<file path="src/rtl/mem_bank_loader.sv">
// Streams one frame of ROWS*COLS bytes into a 2-D bank in row-major order, one write per accepted byte.
// Build option: MEM_BANK_LOADER_CSUM_EN adds a trailing checksum byte checked against the frame sum.
module mem_bank_loader #(
    parameter int DW   = 8,
    parameter int ROWS = 4,
    parameter int COLS = 3
) (
    input  logic                    clk,
    input  logic                    rst_n,
    input  logic                    start,
    input  logic                    abort,
    input  logic                    s_valid,
    input  logic [DW-1:0]           s_data,
    output logic                    s_ready,
    input  logic                    bank_rdy,
    output logic                    wr_en,
    output logic [$clog2(ROWS)-1:0] addr_i,
    output logic [$clog2(COLS)-1:0] addr_j,
    output logic [DW-1:0]           wr_data,
    output logic                    busy,
    output logic                    done,
    output logic                    csum_err
);

    localparam int IW = $clog2(ROWS);
    localparam int JW = $clog2(COLS);
    localparam logic [IW-1:0] I_LAST = IW'(ROWS - 1);
    localparam logic [JW-1:0] J_LAST = JW'(COLS - 1);
    localparam logic [IW-1:0] I_ONE  = IW'(1);
    localparam logic [JW-1:0] J_ONE  = JW'(1);

`ifdef MEM_BANK_LOADER_CSUM_EN
    typedef enum logic [1:0] {IDLE = 2'd0, LOAD = 2'd1, CSUM = 2'd2, DONE = 2'd3} state_t;
`else
    typedef enum logic [1:0] {IDLE = 2'd0, LOAD = 2'd1, DONE = 2'd3} state_t;
`endif

    state_t          state_reg, state_next;
    logic [IW-1:0]   i_reg;
    logic [JW-1:0]   j_reg;
    logic            wr_en_reg;
    logic [IW-1:0]   addr_i_reg;
    logic [JW-1:0]   addr_j_reg;
    logic [DW-1:0]   wr_data_reg;
    logic            start_ok;
    logic            load_xfer;
    logic            last_cell;

    assign last_cell = (i_reg == I_LAST) && (j_reg == J_LAST);
    assign start_ok  = (state_reg == IDLE) && start && !abort;
    // A transfer in the abort cycle is dropped entirely: no write, no counter or sum update.
    assign load_xfer = (state_reg == LOAD) && s_valid && s_ready && !abort;

    always_comb begin
        state_next = state_reg;
        s_ready    = 1'b0;
        case (state_reg)
            IDLE: if (start) state_next = LOAD;
            LOAD: begin
                s_ready = bank_rdy;
                if (s_valid && bank_rdy && last_cell) begin
`ifdef MEM_BANK_LOADER_CSUM_EN
                    state_next = CSUM;
`else
                    state_next = DONE;
`endif
                end
            end
`ifdef MEM_BANK_LOADER_CSUM_EN
            CSUM: begin
                s_ready = 1'b1;
                if (s_valid) state_next = DONE;
            end
`endif
            DONE:    state_next = IDLE;
            default: state_next = IDLE;
        endcase
        if (abort) state_next = IDLE;
    end

    always_ff @(posedge clk) begin
        if (!rst_n) begin
            state_reg   <= IDLE;
            i_reg       <= '0;
            j_reg       <= '0;
            wr_en_reg   <= 1'b0;
            addr_i_reg  <= '0;
            addr_j_reg  <= '0;
            wr_data_reg <= '0;
        end else begin
            state_reg <= state_next;
            wr_en_reg <= load_xfer;
            if (start_ok) begin
                i_reg <= '0;
                j_reg <= '0;
            end else if (load_xfer) begin
                addr_i_reg  <= i_reg;
                addr_j_reg  <= j_reg;
                wr_data_reg <= s_data;
                if (j_reg == J_LAST) begin
                    j_reg <= '0;
                    i_reg <= (i_reg == I_LAST) ? '0 : i_reg + I_ONE;
                end else begin
                    j_reg <= j_reg + J_ONE;
                end
            end
        end
    end

`ifdef MEM_BANK_LOADER_CSUM_EN
    logic [DW-1:0] sum_reg;
    logic          csum_err_reg;

    always_ff @(posedge clk) begin
        if (!rst_n) begin
            sum_reg      <= '0;
            csum_err_reg <= 1'b0;
        end else if (start_ok) begin
            sum_reg      <= '0;
            csum_err_reg <= 1'b0;
        end else if (load_xfer) begin
            sum_reg <= sum_reg + s_data;
        end else if ((state_reg == CSUM) && s_valid && !abort) begin
            csum_err_reg <= (s_data != sum_reg);
        end
    end

    assign csum_err = csum_err_reg;
    assign busy     = (state_reg == LOAD) || (state_reg == CSUM);
`else
    assign csum_err = 1'b0;
    assign busy     = (state_reg == LOAD);
`endif

    assign done    = (state_reg == DONE);
    assign wr_en   = wr_en_reg;
    assign addr_i  = addr_i_reg;
    assign addr_j  = addr_j_reg;
    assign wr_data = wr_data_reg;

endmodule

</file>
<file path="config.mk">
export PLATFORM = sky130hd
export DESIGN_NAME = mem_bank_loader
export DESIGN_NICKNAME = d
export VERILOG_FILES = /design/src/rtl/mem_bank_loader.sv
export SDC_FILE = /design/constraint.sdc
export NUM_CORES = 1
export LEC_CHECK = 0
export ABC_AREA = 1
export BUFFER_PORTS_ARGS = -buffer_cell sky130_fd_sc_hd__buf_2
export CAP_MARGIN = 20
export CORE_MARGIN = 8
export CORE_UTILIZATION = 35
export CTS_BUF_LIST = sky130_fd_sc_hd__clkbuf_8
export CTS_CLUSTER_SIZE = 30
export DETAILED_ROUTE_END_ITERATION = 7
export PLACE_DENSITY_LB_ADDON = 0.12
export SETUP_SLACK_MARGIN = 0.5
export SYNTH_ARGS = -nofsm -noshare
export SYNTH_HDL_FRONTEND = slang
export SYNTH_SLANG_ARGS = --single-unit
</file>
<file path="constraint.sdc">
create_clock -name clk -period 1.3 [get_ports clk]
set_input_delay 0 -clock clk [delete_from_list [all_inputs] [get_ports clk]]
set_output_delay 0 -clock clk [all_outputs]
set_load 0.1 [all_outputs]
</file>
==> impl_metrics.ini <==
[status]
status = finished clean

[floorplanning]
start_util_pct = 35.5
io-pin-count = 31
die_h_um = 62.5
die_w_um = 62.5
core-area_mm2 = 0.00213
dieArea_mm2 = 0.00390
rows = 17

[critical_path]
crit_path_cell_trace = inv_2 -> nand3_2 -> nor2_4 -> buf_6 -> nand2_2 -> nand2_1 -> a21oi_1
crit_path_start_kind = flop
crit_path_end_kind = flop
crit_type = reg2reg
crit_required_ns = 1.44
arrival_ns = 1.23
critical_path_peak_fanout = 7
max_stage_delay_ns = 0.33
critPathSlowestCell = dfxtp_2

[pwr]
p_seq_share_pct = 50.1
pwr-share-comb_pct = 15.7
intPower_uw = 869
p_leak_nw = 0.580
p_per_area_mw_per_mm2 = 842
irDropWorstVdd_uv = 762
power_frac_clock_pct = 34.2
power.switching_uw = 310
power.share.switching_pct = 26.3

[logic_synthesis]
synth_seq_area_share_pct = 50.3
ys_types = 17
syn_area_um2 = 756
avgSynthCellArea_um2 = 7.63
ys_seq_elements = 19
syn_inst = 99
yosysWarnings = 0
synth_nets = 114

[clocking]
htree_levels = 1
clockRootBuffer = clkbuf_8
clk_path_buf_depth = 2
clock_latency_ns = 0.25
clkTransAtPathRegs_ns = 0.07
cts_tree = built
clkSinkCount = 19
cts-buffers-inserted = 3

[sta]
rsz0062_at_grt = yes
skew_ns = 0.00626
finalHoldViolCount = 0
setup_viol = 0
fmax_mhz = 922
drv_slew = 0
period_share_pct = 83.5
timing.setup.tns_ns = 0
post-route-min-period_ns = 1.08

[flow_run]
cap_violations = 0

[placement]
dpl_cell_area_um2 = 981
portBuffers = 29
post-dp-hpwl_um = 1290
gp_congestion = 0.661

[grt]
overflow = 0
antenna_found_initial = 0
grt_pass1_wl_um = 3410
grt_max_degree = 17
grt_use_total_pct = 10.3
first_global_vias = 813

[routing]
wirelength_um = 2060
route.vias.total = 756
vias_per_cell = 4.47
initialDrtViolationCount = 6
firstDrtPassIters = 4
wl_per_cell_um = 12.2
final_antenna_net_count = 0
drc = 0

[final_layout]
fin_nets = 157
postLayoutCellArea_mm2 = 0.00140
largest_reg_flops = 8
nFillCells = 179
drive_above_1_share_pct = 48.9
area_growth_pct = 85.3
diodes = 0

[hold_path]
holdCritPathClass = in2reg
## per-stage QoR
stage                     hold slack, ns  power (mW)  std cells  utilization, %  setup WS (ns)
final                             0.0828        1.18        169            65.8          0.215
after global routing               0.107        1.23        169            65.8          0.121
after CTS                         0.0160        1.18        169            62.5          0.221
after detailed placement           0.183       0.742        153            46.1          0.185
after global placement             0.176       0.741        153            46.1          0.219
after floorplan                   0.0712       0.702         99               -          0.244
## layout make-up
cell class                 count  area (um2)  share of cell area (%)
clock inverter                 1        5.00                   0.357
multi-input combinational     68         365                    26.1
tap                           28        35.0                    2.50
sequential                    19         409                    29.2
inverter                       8        40.0                    2.86
timing repair buffer          42         504                    36.0
clock buffer                   3        41.3                    2.95
## repair_timing
item / CTS / global route
setup endpoints to repair: 34 / 33
gates resized for setup: 54 / 18
pin swaps: 0 / 1
setup buffers: 2 / 0
hold endpoints to repair: 9 / 0
gates cloned: 1 / 0
hold buffers: 9 / 0
## cells in the final DEF, fill, tap and decap left out, types with 4 or more instances in the layout
| cell | count |
|---|---|
| nand2_1 | 10 |
| buf_2 | 13 |
| buf_12 | 15 |
| dlygate4sd3_1 | 9 |
| inv_1 | 4 |
| o21ai_0 | 11 |
| dfxtp_1 | 4 |
| dfxtp_2 | 11 |
| nor2_1 | 27 |
| dfxtp_4 | 4 |
## synthesized netlist by cell type
master / count / area, um2
nor2_4: 1 / 11.3
conb_1: 1 / 3.75
dfxtp_1: 19 / 380
nor4_1: 1 / 6.26
nor2_1: 29 / 109
ha_1: 1 / 12.5
nand3_1: 4 / 20.0
nor3_2: 1 / 10.0
inv_1: 7 / 26.3
a21oi_1: 5 / 25.0
buf_4: 1 / 7.51
inv_2: 1 / 3.75
clkbuf_1: 1 / 3.75
nand2_1: 13 / 48.8
o21ai_0: 11 / 55.1
nand3_2: 1 / 10.0
buf_6: 2 / 22.5
## worst paths after layout
| check | from | to | slack [ns] | cells past startpoint |
|---|---|---|---|---|
| setup reg to reg | state_reg[1] | i_reg[0] | 0.22 | 7 |
| hold / removal | rst_n | wr_data[6] | 0.08 | 3 |
| hold reg to reg | i_reg[1] | i_reg[1] | 0.49 | 2 |
| setup / recovery | state_reg[1] | i_reg[0] | 0.22 | 7 |
## power by group through the flow
stage | logic (mW) | clock network, mW | registers (mW)
after floorplan | 0.0617 | 0 | 0.640
after global placement | 0.139 | 0 | 0.602
after detailed placement | 0.140 | 0 | 0.602
after CTS | 0.177 | 0.416 | 0.590
after global routing | 0.194 | 0.441 | 0.592
final | 0.185 | 0.403 | 0.591
## cell families after synthesis
group	count (synthesis)	share of synthesized area (%)
AOI/OAI and AO/OA	16	10.6
buffers and inverters	12	8.44
adders and majority gates	1	1.66
other	1	0.496
DFF	19	50.3
and+or+nand+nor	50	28.5
## critical path: cells and delay by family (launching register included)
| kind | cells | cell delay, ns |
|---|---|---|
| AOI/OAI and AO/OA | 1 | 0.05 |
| buffers and inverters | 2 | 0.22 |
| DFF | 1 | 0.33 |
| and+or+nand+nor | 4 | 0.36 |
## metal layers
metal | routed length, um | track usage (%) | vias to the layer above
met5 | 0 | 0 | -
met4 | 26 | 4.84 | 0
met3 | 132 | 4.30 | 4
met2 | 1050 | 18.0 | 16
met1 | 852 | 10.3 | 342
li1 | - | - | 394
Power figures use the tool's default switching activity.
